`src/rtl/amstrad_mem_arbiter.sv`:
```
// amstrad_mem_arbiter
// Shares one byte-wide memory port among three requesters: video fetch,
// CPU and a loader/DMA engine. Fixed priority VID > CPU > DMA, except
// that after STARVE consecutive VID/CPU grants made while DMA was waiting,
// a pending DMA request wins outright.
//
// state | meaning
// IDLE  | no transaction outstanding; a grant is made here on any request
// BUSY  | ram_req asserted for the owner, waiting for ram_ack
//
// Ports
//   clk, reset_n                  clock, async active-low reset
//   vid_req/addr, vid_ack/rdata   video read channel
//   cpu_req/we/addr/wdata         CPU channel, cpu_ack/cpu_rdata back
//   dma_req/we/addr/wdata         DMA channel, dma_ack/dma_rdata back
//   ram_req/we/addr/wdata         memory request, held until ram_ack
//   ram_rdata, ram_ack            memory response
module amstrad_mem_arbiter #(
    parameter int AW     = 23,
    parameter int STARVE = 4
) (
    input  logic          clk,
    input  logic          reset_n,
    input  logic          vid_req,
    input  logic [AW-1:0] vid_addr,
    output logic          vid_ack,
    output logic [7:0]    vid_rdata,
    input  logic          cpu_req,
    input  logic          cpu_we,
    input  logic [AW-1:0] cpu_addr,
    input  logic [7:0]    cpu_wdata,
    output logic          cpu_ack,
    output logic [7:0]    cpu_rdata,
    input  logic          dma_req,
    input  logic          dma_we,
    input  logic [AW-1:0] dma_addr,
    input  logic [7:0]    dma_wdata,
    output logic          dma_ack,
    output logic [7:0]    dma_rdata,
    output logic          ram_req,
    output logic          ram_we,
    output logic [AW-1:0] ram_addr,
    output logic [7:0]    ram_wdata,
    input  logic [7:0]    ram_rdata,
    input  logic          ram_ack
);

    localparam logic [0:0] ST_IDLE = 1'b0;
    localparam logic [0:0] ST_BUSY = 1'b1;

    localparam logic [1:0] OWN_NONE = 2'd0;
    localparam logic [1:0] OWN_VID  = 2'd1;
    localparam logic [1:0] OWN_CPU  = 2'd2;
    localparam logic [1:0] OWN_DMA  = 2'd3;

    localparam logic [3:0] STARVE_MAX = 4'(STARVE);

    logic [0:0] state;
    logic [1:0] owner;
    logic [3:0] starve_cnt;
    logic [1:0] winner;

    // Winner is only acted on in IDLE; it is don't-care while BUSY.
    always_comb begin
        winner = OWN_NONE;
        if (dma_req && (starve_cnt == STARVE_MAX)) winner = OWN_DMA;
        else if (vid_req)                          winner = OWN_VID;
        else if (cpu_req)                          winner = OWN_CPU;
        else if (dma_req)                          winner = OWN_DMA;
    end

    always_ff @(posedge clk or negedge reset_n) begin
        if (!reset_n) begin
            state      <= ST_IDLE;
            owner      <= OWN_NONE;
            starve_cnt <= 4'd0;
            ram_req    <= 1'b0;
            ram_we     <= 1'b0;
            ram_addr   <= '0;
            ram_wdata  <= 8'h00;
            vid_ack    <= 1'b0;
            cpu_ack    <= 1'b0;
            dma_ack    <= 1'b0;
            vid_rdata  <= 8'h00;
            cpu_rdata  <= 8'h00;
            dma_rdata  <= 8'h00;
        end else begin
            vid_ack <= 1'b0;
            cpu_ack <= 1'b0;
            dma_ack <= 1'b0;
            case (state)
                ST_IDLE: begin
                    if (winner != OWN_NONE) begin
                        state   <= ST_BUSY;
                        owner   <= winner;
                        ram_req <= 1'b1;
                        case (winner)
                            OWN_VID: begin
                                ram_addr  <= vid_addr;
                                ram_we    <= 1'b0;
                                ram_wdata <= 8'h00;
                            end
                            OWN_CPU: begin
                                ram_addr  <= cpu_addr;
                                ram_we    <= cpu_we;
                                ram_wdata <= cpu_wdata;
                            end
                            default: begin
                                ram_addr  <= dma_addr;
                                ram_we    <= dma_we;
                                ram_wdata <= dma_wdata;
                            end
                        endcase
                        // Only grants that bypass a waiting DMA count toward starvation.
                        if (winner == OWN_DMA) begin
                            starve_cnt <= 4'd0;
                        end else if (dma_req && (starve_cnt != STARVE_MAX)) begin
                            starve_cnt <= starve_cnt + 4'd1;
                        end
                    end
                end
                ST_BUSY: begin
                    if (ram_ack) begin
                        state   <= ST_IDLE;
                        owner   <= OWN_NONE;
                        ram_req <= 1'b0;
                        case (owner)
                            OWN_VID: begin
                                vid_ack <= 1'b1;
                                if (!ram_we) vid_rdata <= ram_rdata;
                            end
                            OWN_CPU: begin
                                cpu_ack <= 1'b1;
                                if (!ram_we) cpu_rdata <= ram_rdata;
                            end
                            OWN_DMA: begin
                                dma_ack <= 1'b1;
                                if (!ram_we) dma_rdata <= ram_rdata;
                            end
                            default: ;
                        endcase
                    end
                end
                default: state <= ST_IDLE;
            endcase
        end
    end

endmodule

```
`config.mk`:
```
export PLATFORM = sky130hd
export DESIGN_NAME = amstrad_mem_arbiter
export DESIGN_NICKNAME = d
export VERILOG_FILES = /design/src/rtl/amstrad_mem_arbiter.sv
export SDC_FILE = /design/constraint.sdc
export NUM_CORES = 1
export LEC_CHECK = 0
export ABC_AREA = 1
export CAP_MARGIN = 20
export CELL_PAD_IN_SITES_DETAIL_PLACEMENT = 0
export CELL_PAD_IN_SITES_GLOBAL_PLACEMENT = 1
export CORE_UTILIZATION = 25
export DETAILED_ROUTE_END_ITERATION = 10
export HOLD_SLACK_MARGIN = 0.15
export PLACE_DENSITY = 0.84
export SETUP_SLACK_MARGIN = 0.4
export SLEW_MARGIN = 10
export SYNTH_ARGS = -nofsm -noshare
export SYNTH_HDL_FRONTEND = slang
export SYNTH_SLANG_ARGS = --single-unit
```
`constraint.sdc`:
```
create_clock -name clk -period 2.02 [get_ports clk]
set_input_delay 0.303 -clock clk [delete_from_list [all_inputs] [get_ports clk]]
set_output_delay 0.303 -clock clk [all_outputs]
set_load 0.01 [all_outputs]
```
== Word-level counts from Yosys, hierarchy flattened ==
Cells that the tools add are included.

* Register bits: 67
* Input port bits: 101
* Output and inout bits: 60

* Add/subtract/negate cells: 1
* Eq/ne operators: 10
* Muxes and demuxes: 27
* Bitwise operators: 2
* Reduce and logical (&&, ||, !) cells: 10

{| class="wikitable"
|+ Operator list
! operator !! number
|-
| $pmux 23 s2 || 1
|-
| $pmux 8 s2 || 1
|-
| $mux 1 || 13
|-
| $mux 2 || 6
|-
| $reduce_and 4->1 || 3
|-
| $eq 2x2->1 const B || 4
|-
| $mux 4 || 2
|-
| $pmux 1 s2 || 3
|-
| $add 4x1->4 const B || 1
|-
| $eq 2x1->1 const B || 2
|-
| $eq 4x3->1 const B || 1
|-
| $ne 2x2->1 const B || 2
|-
| $ne 4x3->1 const B || 1
|-
| $pmux 2 s2 || 1
|-
| $reduce_and 2->1 || 2
|-
| $reduce_bool 2->1 || 2
|-
| $reduce_and 3->1 || 1
|-
| $logic_and 1x1->1 || 2
|-
| $not 1->1 || 2
|}

== Longest topological paths before layout ==
* Depth in word-level cells: 7
* Depth in mapped cells: 15
* Mapped depth without buffers: 14

== Least setup slack after synthesis ==
No wires, ideal clock.

* Path kind: flip-flop to flip-flop
* Start: register starve_cnt[0]
* End: register ram_addr[12]
* Setup time: 65 ps
* Data arrival time: 1896 ps
* Required time: 1955 ps
* Slack: 59 ps
* Stages on the path, launching flop included: 16
* Path through: dfrtp_1 inv_1 ha_1 nand2_1 inv_1 nand2_1 nand2_1 inv_1 ha_1 buf_2 nor2_2 buf_2 nand2_1 nand3_1 nand2_1 nand2_1

* Longest elaborated chain between the ends: 5
* Elaborated cells between the ends (all ways): 8
* Classes of those cells: eq/ne: 3; mux: 2; reduce/logical: 3

{| class="wikitable"
|+ Ends and longest elaborated chain
! item !! RTL line !! RTL
|-
| start: declaration || 60 || <nowiki>logic [3:0] starve_cnt;</nowiki>
|-
| start signal: assignment || 118 || <nowiki>starve_cnt <= starve_cnt + 4'd1;</nowiki>
|-
| $eq 4x3->1 * || 66 || <nowiki>if (dma_req && (starve_cnt == STARVE_MAX)) winner = OWN_DMA;</nowiki>
|-
| $logic_and 1x1->1 * || 66 ||
|-
| $mux 2 * || 66 ||
|-
| $eq 2x2->1 (tied with other cells) || 97 || <nowiki>case (winner)</nowiki>
|-
| $pmux 23 s2 or $reduce_and 2->1 (tied branches) || - ||
|-
| end signal: assignment || 99 || <nowiki>ram_addr <= vid_addr;</nowiki>
|-
| end signal: assignment || 104 || <nowiki>ram_addr <= cpu_addr;</nowiki>
|-
| end signal: assignment || 109 || <nowiki>ram_addr <= dma_addr;</nowiki>
|-
| end: declaration || 42 || <nowiki>output logic [AW-1:0] ram_addr,</nowiki>
|}

Every way passes the cells marked *; elsewhere a longest branch is shown, timed or not.
A chain may end at the register's enable or synchronous reset.

== Worst setup path after layout ==
* Start: register starve_cnt[0]
* End: register ram_addr[22]

The elaborated chain is that of the path after synthesis.

==> results.toml <==
[run_status]
outcome = "finished clean"

[logic_synthesis]
syn_avg_cell_area_um2 = 7.857
ys.warnings.count = 0
synth-seq-cells = 67
syn-num-nets = 516
netlist_area_mm2 = 0.003229
ys_types = 23
yosysSeqAreaShare_pct = 51.92
postSynthCellCount = 411

[die]
die_w_um = 115.7
pin_count = 161
fp.dieH_um = 115.7
die_area_mm2 = 0.01338
rows = 41
coreArea_mm2 = 0.01262
initial_core_util_pct = 25.59

[critical_path]
required_ns = 2.30
cp_max_fo = 16
critPathKind = "register to register"
cp.arrival_ns = 2.21
worstSetupEndpointType = "register"
critPathLaunchType = "register"

[placement]
pre_cts_ws_ns = -0.2517
dpl-instance-area_mm2 = 0.005101
place_hpwl_um = 7144
globalplace.congestion = 0.7078
dpl.cell_count = 737
portBuffers = 160

[clock_network]
clk_pin_slew_ns = 0.06
htreeDepth = 3
cts_buffers = 9
clock-sinks = 67
cts-root-buf = "clkbuf_16"
cts.path.max_buffers = 2
insertion_delay_ns = 0.34
cts_tree = "yes"

[timing]
worstMarginPinSlew_ns = 0.7203
max_slew_margin_pct = 51.98
hold-worst-slack_ns = 0.4734
fmax_ghz = 0.5179
finClkSkew_ns = 0.005321
setup_viol = 0
rsz0062_at_grt = "true"
drv_slew = 0
hold_viol_final = 0
fin_crit_ns = 1.931
period_share_pct = 95.59
setup_slack_ns = 0.08905

[global_route]
grt_overflow = 0
grt_pass1_wl_um = 15730
use_met1_pct = 18.36
grt.busiest_layer = "met2"
grt_pass1_vias = 3232
track_usage_pct = 15.62
antenna_found_initial = 0
grt_max_degree = 40
use_met2_pct = 26.67
use_met3_pct = 5.596

[drt]
drc = 0
drt_iter0_drc = 128
drt-total-wl_um = 10620
wire_per_inst_um = 13.88
viasPerCell = 4.336
firstDrtPassIters = 4
num_vias = 3317
drtAntennaViolNets = 0

[final_layout]
finalNetCount = 693
antenna_cells = 0
final_cell_mix = "nand2_1 (177), clkdlybuf4s50_1 (159), dfrtp_1 (67)"
finish.instance_area_mm2 = 0.005753
areaGrowthSynthToFinish_pct = 78.15
layout-drive-gt1-share_pct = 17.03
stdcell_count = 765
n_fill_cell = 1269
layout_commonest_cell = "nand2_1"

[min_path]
hold_path.class = "register to register"

[power_and_ir_drop]
peakVddDrop_mv = 0.4464
p_per_area_mw_per_mm2 = 1264
p_leak_nw = 2.683
finalPower_mw = 7.269

[run]
maxCapViolations = 0
## cell usage after synthesis (all sizes together)
cell / number / area [um^2]
nand2: 199 / 769.5
inv: 26 / 97.60
o21bai: 1 / 7.510
buf: 15 / 86.33
ha: 4 / 50.05
a21oi: 11 / 55.05
dfrtp: 67 / 1677
nor2: 16 / 80.07
nand3: 34 / 170.2
clkbuf: 3 / 11.26
a22oi: 8 / 60.06
o21ai: 24 / 138.9
nor3: 3 / 26.28
## state kept, by name, indices dropped and copies added (netlist names)
signal and count:
vid_rdata 8, ram_req 1, ram_we 1, cpu_ack 1, dma_rdata 8, starve_cnt 4, ram_wdata 8, state 1
cpu_rdata 8, ram_addr 23, vid_ack 1, dma_ack 1, owner 2
## kinds of logic (layout without fill, tap and decap cells)
group | Yosys count | in the layout | synth area share (%)
and+or+nand+nor | 252 | 252 | 32.39
DFF | 67 | 67 | 51.92
AOI/OAI and AO/OA | 44 | 44 | 8.098
adders and majority gates | 4 | 4 | 1.550
buffers and inverters | 44 | 226 | 6.044
## worst paths after layout
kind	from	end	slack [ns]	depth (start not counted)
setup / recovery	starve_cnt[0]	ram_addr[22]	0.09	14
hold / removal	ram_addr[9]	ram_addr[9]	0.47	2
setup reg to reg	starve_cnt[0]	ram_addr[22]	0.09	14
hold reg to reg	ram_addr[9]	ram_addr[9]	0.47	2
max in group asynchronous	reset_n	ram_wdata[2]	0.80	3
min in group asynchronous	reset_n	ram_wdata[5]	0.55	2
## metal layers
layer	part of all wire (%)	vias up	routed length (um)
li1	-	1655	-
met1	41	1547	4336
met2	51	99	5394
met3	6.6	16	696
met4	1.8	0	193
met5	0	-	0
## worst max-delay path, cell delays in order, from the launching register on
cell and delay [ns]:
dfrtp_1 0.39, inv_2 0.08, ha_4 0.12, nand2_2 0.05, inv_2 0.07, nand2_4 0.07, nand2_4 0.10, inv_4 0.04
ha_4 0.30, buf_4 0.18, buf_12 0.16, nand2_1 0.10, nand3_2 0.08, nand2_1 0.05, nand2_1 0.08
## power breakdown
part | total (mW) | internal [mW] | switching, mW
logic | 3.54 | 1.83 | 1.71
registers | 2.28 | 1.94 | 0.339
clock network | 1.45 | 0.835 | 0.618
## timing repair
item,CTS,global route
hold buffers,1,0
buffers inserted,5,2
endpoints found under the hold margin,28,0
pin swaps,2,14
resized for setup,25,33
setup endpoints to repair,32,32
gates cloned,2,2
## through the flow
step	utilization (%)	TNS, ns
2_1_floorplan	-	0
3_3_place_gp	40.42	-5.720
3_5_place_dp	40.42	-6.999
4_1_cts	44.16	0
5_1_grt	45.59	-0.08787
6_report	45.59	0
## cell type report
type	instances	area [um^2]	share of cell area (%)
Inverter	26	100.1	1.740
Clock buffer	9	225.2	3.915
Multi-Input combinational cell	300	1568	27.25
Clock inverter	7	53.80	0.9352
Timing Repair Buffer	184	1914	33.28
Tap cell	172	215.2	3.741
Sequential cell	67	1677	29.14
Note: power is estimated with default switching activity, not from simulation.
